--- src/rtl/local_net_iface.sv ---
// rtl/local_net_iface.sv - credit-flow-controlled network interface for a mesh router local port
`timescale 1ns/1ps
module local_net_iface #(
  parameter int XCOORD      = 0,
  parameter int YCOORD      = 0,
  parameter int NET_CREDITS = 4,
  parameter int TX_DEPTH    = 4,
  parameter int RX_DEPTH    = 4
) (
  input  logic        clk,
  input  logic        rst,
  input  logic        tx_valid_i,
  output logic        tx_ready_o,
  input  logic [7:0]  tx_dest_i,
  input  logic [7:0]  tx_payload_i,
  output logic        rx_valid_o,
  input  logic        rx_ready_i,
  output logic [15:0] rx_data_o,
  output logic [15:0] net_data_o,
  output logic        net_valid_o,
  input  logic        net_credit_i,
  input  logic [15:0] net_data_i,
  input  logic        net_enable_i,
  output logic        net_credit_o,
  output logic        misroute_o,
  output logic        rx_overflow_o,
  output logic        credit_err_o
);

  localparam int TAW = $clog2(TX_DEPTH);
  localparam int RAW = $clog2(RX_DEPTH);
  localparam int CW  = $clog2(NET_CREDITS + 1);
  localparam logic [7:0]    MY_ADDR  = {4'(XCOORD), 4'(YCOORD)};
  localparam logic [CW-1:0] CRED_MAX = CW'(NET_CREDITS);

  logic [15:0]   tx_mem [TX_DEPTH];
  logic [15:0]   rx_mem [RX_DEPTH];
  logic [TAW:0]  tx_wr_q, tx_rd_q;
  logic [RAW:0]  rx_wr_q, rx_rd_q;
  logic [CW-1:0] credit_q, credit_d;
  logic          credit_err_q, credit_err_d;
  logic [15:0]   net_data_q;
  logic          net_valid_q, net_credit_q, misroute_q, rx_overflow_q;

  logic tx_empty, tx_full, tx_push, inject;
  logic rx_empty, rx_full, rx_pop, rx_write, rx_drop;

  assign tx_empty = (tx_wr_q == tx_rd_q);
  assign tx_full  = (tx_wr_q[TAW] != tx_rd_q[TAW]) && (tx_wr_q[TAW-1:0] == tx_rd_q[TAW-1:0]);
  assign tx_push  = tx_valid_i && !tx_full;
  assign inject   = !tx_empty && (credit_q != '0);

  assign rx_empty = (rx_wr_q == rx_rd_q);
  assign rx_full  = (rx_wr_q[RAW] != rx_rd_q[RAW]) && (rx_wr_q[RAW-1:0] == rx_rd_q[RAW-1:0]);
  assign rx_pop   = !rx_empty && rx_ready_i;
  // A pop in the same cycle frees the slot the incoming flit needs.
  assign rx_write = net_enable_i && (!rx_full || rx_pop);
  assign rx_drop  = net_enable_i && rx_full && !rx_pop;

  always_comb begin
    credit_d     = credit_q;
    credit_err_d = credit_err_q;
    if (inject && !net_credit_i) begin
      credit_d = credit_q - 1'b1;
    end else if (!inject && net_credit_i) begin
      if (credit_q == CRED_MAX) credit_err_d = 1'b1;
      else                      credit_d     = credit_q + 1'b1;
    end
  end

  always_ff @(posedge clk) begin
    if (tx_push)  tx_mem[tx_wr_q[TAW-1:0]] <= {tx_payload_i, tx_dest_i};
    if (rx_write) rx_mem[rx_wr_q[RAW-1:0]] <= net_data_i;
  end

  always_ff @(posedge clk or negedge rst) begin
    if (!rst) begin
      tx_wr_q       <= '0;
      tx_rd_q       <= '0;
      rx_wr_q       <= '0;
      rx_rd_q       <= '0;
      credit_q      <= CRED_MAX;
      credit_err_q  <= 1'b0;
      net_data_q    <= '0;
      net_valid_q   <= 1'b0;
      net_credit_q  <= 1'b0;
      misroute_q    <= 1'b0;
      rx_overflow_q <= 1'b0;
    end else begin
      if (tx_push)  tx_wr_q <= tx_wr_q + 1'b1;
      if (inject) begin
        tx_rd_q    <= tx_rd_q + 1'b1;
        net_data_q <= tx_mem[tx_rd_q[TAW-1:0]];
      end
      net_valid_q  <= inject;
      credit_q     <= credit_d;
      credit_err_q <= credit_err_d;
      if (rx_write) rx_wr_q <= rx_wr_q + 1'b1;
      if (rx_pop)   rx_rd_q <= rx_rd_q + 1'b1;
      net_credit_q <= rx_pop;
      if (net_enable_i && (net_data_i[7:0] != MY_ADDR)) misroute_q <= 1'b1;
      if (rx_drop) rx_overflow_q <= 1'b1;
    end
  end

  assign tx_ready_o    = !tx_full;
  assign rx_valid_o    = !rx_empty;
  assign rx_data_o     = rx_mem[rx_rd_q[RAW-1:0]];
  assign net_data_o    = net_data_q;
  assign net_valid_o   = net_valid_q;
  assign net_credit_o  = net_credit_q;
  assign misroute_o    = misroute_q;
  assign rx_overflow_o = rx_overflow_q;
  assign credit_err_o  = credit_err_q;

endmodule

--- config.mk ---
export PLATFORM = sky130hd
export DESIGN_NAME = local_net_iface
export DESIGN_NICKNAME = d
export VERILOG_FILES = /design/src/rtl/local_net_iface.sv
export SDC_FILE = /design/constraint.sdc
export NUM_CORES = 1
export LEC_CHECK = 0
export BUFFER_PORTS_ARGS = -buffer_cell sky130_fd_sc_hd__buf_2
export CORE_MARGIN = 2
export CORE_UTILIZATION = 58
export CTS_BUF_LIST = sky130_fd_sc_hd__clkbuf_16
export DETAILED_ROUTE_END_ITERATION = 10
export PLACE_DENSITY = 0.77
export SLEW_MARGIN = 40
export SYNTH_ARGS = -nofsm -noshare
export SYNTH_HDL_FRONTEND = slang
export SYNTH_SLANG_ARGS = --single-unit
export TNS_END_PERCENT = 5
--- constraint.sdc ---
create_clock -name clk -period 3.1 [get_ports clk]
set_input_delay 0.62 -clock clk [delete_from_list [all_inputs] [get_ports clk]]
set_output_delay 0.62 -clock clk [all_outputs]
set_load 0.1 [all_outputs]
# ---- Yosys cells after proc, flatten, opt, wreduce, memory -nomap -nowiden
# Memories as Yosys holds them, arrays and structs flattened. A register that Yosys moved wholly into a read port is not among the register bits.
# Index checks and enable logic that the tools add are counted.
dict set report totals {
  rom_bits 0
  latch_bits 0
  ramBits 128
  n_memories 2
  wordCells 59
  ff_bits 20
}
dict set report classes {
  n_mul 0
  n_eq_ne 8
  bitwise_logic 1
  shift 0
  addsub 6
  muxes 7
  reduce_logical 25
  magnitude_cmp 0
  n_div 0
}
# memory words word_bits rd rd_ports_with_merged_regs wr line
set mem_list {}
lappend mem_list {rx_mem 4 16 1 0 1 37} ;# logic [15:0] rx_mem [RX_DEPTH];
lappend mem_list {tx_mem 4 16 1 1 1 36} ;# logic [15:0] tx_mem [TX_DEPTH];
# operator n
set op_table {}
lappend op_table {{$add A3 B1 Y3 const B} 5}
lappend op_table {{$logic_and A1 B1 Y1} 11}
lappend op_table {{$mux W3} 3}
lappend op_table {{$logic_not A1 Y1} 8}
lappend op_table {{$reduce_bool A8 Y1} 1}
lappend op_table {{$eq A3 B3 Y1} 2}
lappend op_table {{$eq A2 B2 Y1} 2}
lappend op_table {{$mux W1} 4}
lappend op_table {{$eq A3 B3 Y1 const B} 1}
lappend op_table {{$reduce_and A3 Y1} 1}
lappend op_table {{$reduce_bool A3 Y1} 1}
lappend op_table {{$sub A3 B1 Y3 const B} 1}
lappend op_table {{$ne A1 B1 Y1} 2}
lappend op_table {{$ne A2 B2 Y1 const B} 1}
lappend op_table {{$reduce_and A2 Y1} 1}
lappend op_table {{$reduce_bool A2 Y1} 1}
lappend op_table {{$logic_or A1 B1 Y1} 1}
lappend op_table {{$not A1 Y1} 1}

# ---- Depth between registers and ports, before layout
dict set report logic_depth {
  word_depth 7
  mapped_depth 10
  ltp_nobuf 8
}

# ---- Worst setup path after synthesis
# Ideal clock, no wire load.
dict set report synth_timing {
  kind {flip-flop to flip-flop}
  start {register tx_rd_q[0]}
  end {register credit_q[2]}
  setup_time_ns 0.085
  path_stages_with_launch 11
  n_path_buf 2
  slack_ns 0.732
  arrival_time_ns 2.283
  period_less_slack_ns 2.368
  cell_sequence {dfrtp_1 buf_6 xnor2_2 a31oi_2 buf_6 ha_1 inv_1 fa_1 or2_2 o21ai_0 a31oi_1}
}
dict set report synth_between {
  elab_chain_cells 7
  word_cells_on_any_way 10
  classes_between {2 x eq/ne; 1 x mux; 7 x reduce/logical}
}
# item line
set synth_rtl {}
lappend synth_rtl {{from (decl)} 38} ;# logic [TAW:0] tx_wr_q, tx_rd_q;
lappend synth_rtl {{from (signal assigned)} 92} ;# tx_rd_q <= tx_rd_q + 1'b1;
lappend synth_rtl {{$eq A3 B3 Y1 *} 48} ;# assign tx_empty = (tx_wr_q == tx_rd_q);
lappend synth_rtl {{$logic_not A1 Y1 *} 51} ;# assign inject = !tx_empty && (credit_q != '0);
lappend synth_rtl {{$logic_and A1 B1 Y1 *} 51}
lappend synth_rtl {{via inject} 45} ;# logic tx_empty, tx_full, tx_push, inject;
lappend synth_rtl {{$logic_not A1 Y1} 65} ;# end else if (!inject && net_credit_i) begin
lappend synth_rtl {{$logic_and A1 B1 Y1} 65}
lappend synth_rtl {{$reduce_bool A2 Y1 (no source line)} -}
lappend synth_rtl {{$reduce_and A2 Y1 (no source line)} -}
lappend synth_rtl {{to (signal assigned)} 96} ;# credit_q <= credit_d;
lappend synth_rtl {{to (decl)} 40} ;# logic [CW-1:0] credit_q, credit_d;
# The timed path passes the listed nets; every way through them passes the cells marked *.
# A chain may end at the register's enable or synchronous reset.

# ---- Worst setup path in the final report
dict set report layout_timing {
  start {register rx_rd_q[1]}
  end {output rx_data_o[11]}
}
dict set report layout_between {
  elab_chain_cells 1
}
# item line
set layout_rtl {}
lappend layout_rtl {{from (decl)} 39} ;# logic [RAW:0] rx_wr_q, rx_rd_q;
lappend layout_rtl {{from (signal assigned)} 99} ;# if (rx_pop) rx_rd_q <= rx_rd_q + 1'b1;
lappend layout_rtl {{$mem_v2 Z4 W16} -}
lappend layout_rtl {{to (decl)} 18} ;# output logic [15:0] rx_data_o,
# Every way passes these cells.

==> run summary <==
Status
• **run status** complete, no violations

Setup path
• **Buf+Inv Stages, Crit Path** 2
• **critical path type** reg -> out
• **Crit. path cell count** 3
• **register-to-register path setup slack** 820 ps
• **end of the critical path** rx_data_o[11]
• **crit-path max FO** 14
• **worst r2r path cells** 8
• **endpoint arrival time on the critical path** 1910 ps
• **beginning of the worst register-to-register path** tx_wr_q[1]
• **worst setup path start** rx_rd_q[1]
• **end of the worst register-to-register path** credit_q[2]
• **longest individual stage delay on the worst path** 540 ps
• **ordered list of cells on the worst path** buf_4 > mux4_2 > buf_2
• **startpoint kind of the worst setup timing path** flip-flop
• **cell type of the slowest stage on the worst timing path** dfrtp_1
• **critical path required time** 2480 ps
• **critical path's top delay family** buffers and inverters
• **category of the worst setup path capture point** output pin

Cells and area
• **final design instance area without fill** 7635 um2
• **Core Util, Final** 70.43%
• **number of diodes** 0
• **net count reported at finish** 462
• **final-layout fill cell count** 684
• **P&R area growth vs syn** 17.98%
• **layout cell share with drive strength beyond 1** 39.72%

CTS
• **Clock H-tree levels** 4
• **clock tree from TritonCTS** done
• **Post-CTS Setup Repair Bufs** 0
• **buffer depth of the longest clock path** 2
• **Post-CTS Hold Buffers** 0
• **count of cells resized by post-cts repair** 0
• **clock buffers created by TritonCTS** 17
• **clock slew seen by the registers of the worst setup and hold paths** 60 ps
• **clock latency at the later pin of the worst-skew pair** 410 ps
• **clock tree root driver cell** clkbuf_16
• **number of clock sinks** 164

Synthesis
• **proportion of synthesized chip area in sequential cells** 73.34%
• **Compound-Gate Fraction of Synth Area** 2.378%
• **post-synthesis instance area** 6471 um2
• **multiplexer share of the synthesized area** 14.91%
• **fraction of synthesized cell area in xor and xnor cells** 2.784%
• **count of flip-flops with a built-in enable after synthesis** 128
• **syn_nets** 364
• **adder-cell share of the synthesized area** 2.630%
• **prevailing post-synth register cell** edfxtp_1
• **number of distinct library cells after synthesis** 37
• **dominant combinational cell family by area after synthesis** multiplexers
• **largest area contributor in the synthesized netlist** edfxtp_1
• **warnings from Yosys** 0
• **Gate Count Post-Synth** 313
• **top area cells in the synthesized netlist** edfxtp_1 (59%), dfrtp_1 (14%), mux4_2 (9.7%), ha_1 (2.3%), mux2_2 (1.9%)
• **fraction of synthesis flops using an asynchronous set or reset pin** 21.95%
• **Post-Syn Area per Cell** 20.67 um2
• **simple-gate area share of the yosys netlist** 1.566%
• **area fraction of the dominant cell type after synthesis** 59.40%
• **FF+latch count, synth** 164

STA
• **final worst path period share** 81.59%
• **minimum period implied by the final worst setup slack** 2529 ps
• **Final Hold Fails** 0
• **Total Neg Setup Slack** 0 ps
• **clock tree skew after final layout** 7.145 ps
• **Max-slew headroom** 54.39%
• **number of failing setup endpoints in the final timing report** 0
• **number of pins exceeding their max-slew limit in the final report** 0
• **final worst setup slack** 570.7 ps
• **RSZ-0062 raised after global routing** no
• **slew at the pin with the worst max-slew slack** 683.4 ps
• **max frequency** 0.3954 GHz

GRT
• **pin count of the biggest net entering global routing** 37
• **global-route wire length before repair** 17200 um
• **GRT Total Usage** 19.79%
• **antenna violations before repair** 1
• **number of global-route vias before repair** 3473
• **overflow left after global routing** 0

Floorplan
• **horizontal die dimension** 109.6 um
• **area of the die** 12020 um2
• **Top Ports** 77
• **Die Y-Extent** 109.6 um
• **standard cell core area** 10840 um2
• **total number of placement rows** 38
• **starting density of the core** 59.70%

Flow run
• **max-cap violation count** 0

Routing
• **antenna-violating nets left** 0
• **DRC violations left** 0
• **via count of the routed design** 3190
• **routed via count divided by cell count** 5.666
• **initial DRC count** 163
• **Routed WL per cell** 19.24 um
• **total wire length after detailed routing** 10830 um
• **count of TritonRoute iterations in the first routing pass** 4

Place
• **RePlAce Congestion** 0.7437
• **cell area after placement** 7046 um2
• **DP Worst Slack** 841.3 ps
• **detailed placer's ending HPWL** 7046 um
• **number of buffer cells added on primary ports** 76

Hold path
• **class of the worst hold path** in -> async

## metrics by stage
stage,hold WS [ps],cells
final,189.1,563
after global routing,216.9,563
after CTS,188.8,563
after detailed placement,462.9,532
after global placement,452.5,532
after floorplan,324.4,313
## layer usage
metal | GRT usage [%] | share of wire (%)
met1 | 24.50 | 41
met2 | 34.17 | 53
met3 | 5.868 | 5.1
met4 | 5.515 | 0.99
met5 | 0 | 0
## layout make-up
| type | instances | area, um2 | share of cell area, % |
|---|---|---|---|
| Sequential cell | 164 | 4746 | 62.16 |
| Multi-Input combinational cell | 121 | 1577 | 20.65 |
| Timing Repair Buffer | 89 | 480.5 | 6.293 |
| Clock buffer | 17 | 425.4 | 5.572 |
| Tap cell | 140 | 175.2 | 2.294 |
| Clock inverter | 14 | 163.9 | 2.147 |
| Inverter | 18 | 67.56 | 0.8850 |
## worst register-to-register path, cell delays in order (launching register included)
cell and delay [ps]:
dfrtp_1 440, xnor2_2 210, a31oi_2 210, ha_1 270, inv_1 90, fa_1 420, or2_2 290, o21ai_0 160
a31oi_1 110
## layout by cell type, fill, tap and decap left out, types with 4 or more instances in the layout
cell type,instances
and2_1,4
buf_2,75
buf_4,14
clkbuf_16,17
clkinv_4,5
dfrtp_1,35
edfxtp_1,128
ha_1,12
inv_1,20
mux2_1,8
mux2_2,11
mux4_1,4
mux4_2,28
nand2_1,4
nor2_1,5
xnor2_1,9
xor2_1,6
## worst min-delay path by stage
stage | end | cells past startpoint | from
after floorplan | credit_err_o | 0 | rst
after global placement | misroute_o | 1 | misroute_o
after detailed placement | credit_err_o | 1 | credit_err_o
after CTS | net_data_o[1] | 1 | rst
after global routing | net_data_o[1] | 1 | rst
final | net_data_o[14] | 1 | rst
## kinds of logic after synthesis
family	Yosys count
AOI/OAI and AO/OA	18
xor gates and xnor gates	18
adders and majority gates	13
buffers and inverters	28
DFF	164
muxes	52
and+or+nand+nor	20
## sequential cells by signal, summed over array words and instances (netlist names), 3 cells and up
signal / count
credit_q: 3
net_data_o: 16
rx_mem: 64
rx_rd_q: 3
rx_wr_q: 3
tx_mem: 64
tx_rd_q: 3
tx_wr_q: 3
## synthesized netlist by cell type, types with 3 or more instances
cell,number
edfxtp_1,128
dfrtp_1,35
mux4_2,28
inv_1,18
ha_1,12
mux2_2,11
xnor2_1,9
mux2_1,8
buf_6,6
xor2_1,6
nor2_1,5
a31oi_1,4
and2_1,4
mux4_1,4
nand2_1,4
a21oi_1,3
Power is left out: the tool's default activity adds up to more than one toggle a clock period on the data nets, which glitch-free logic cannot reach.
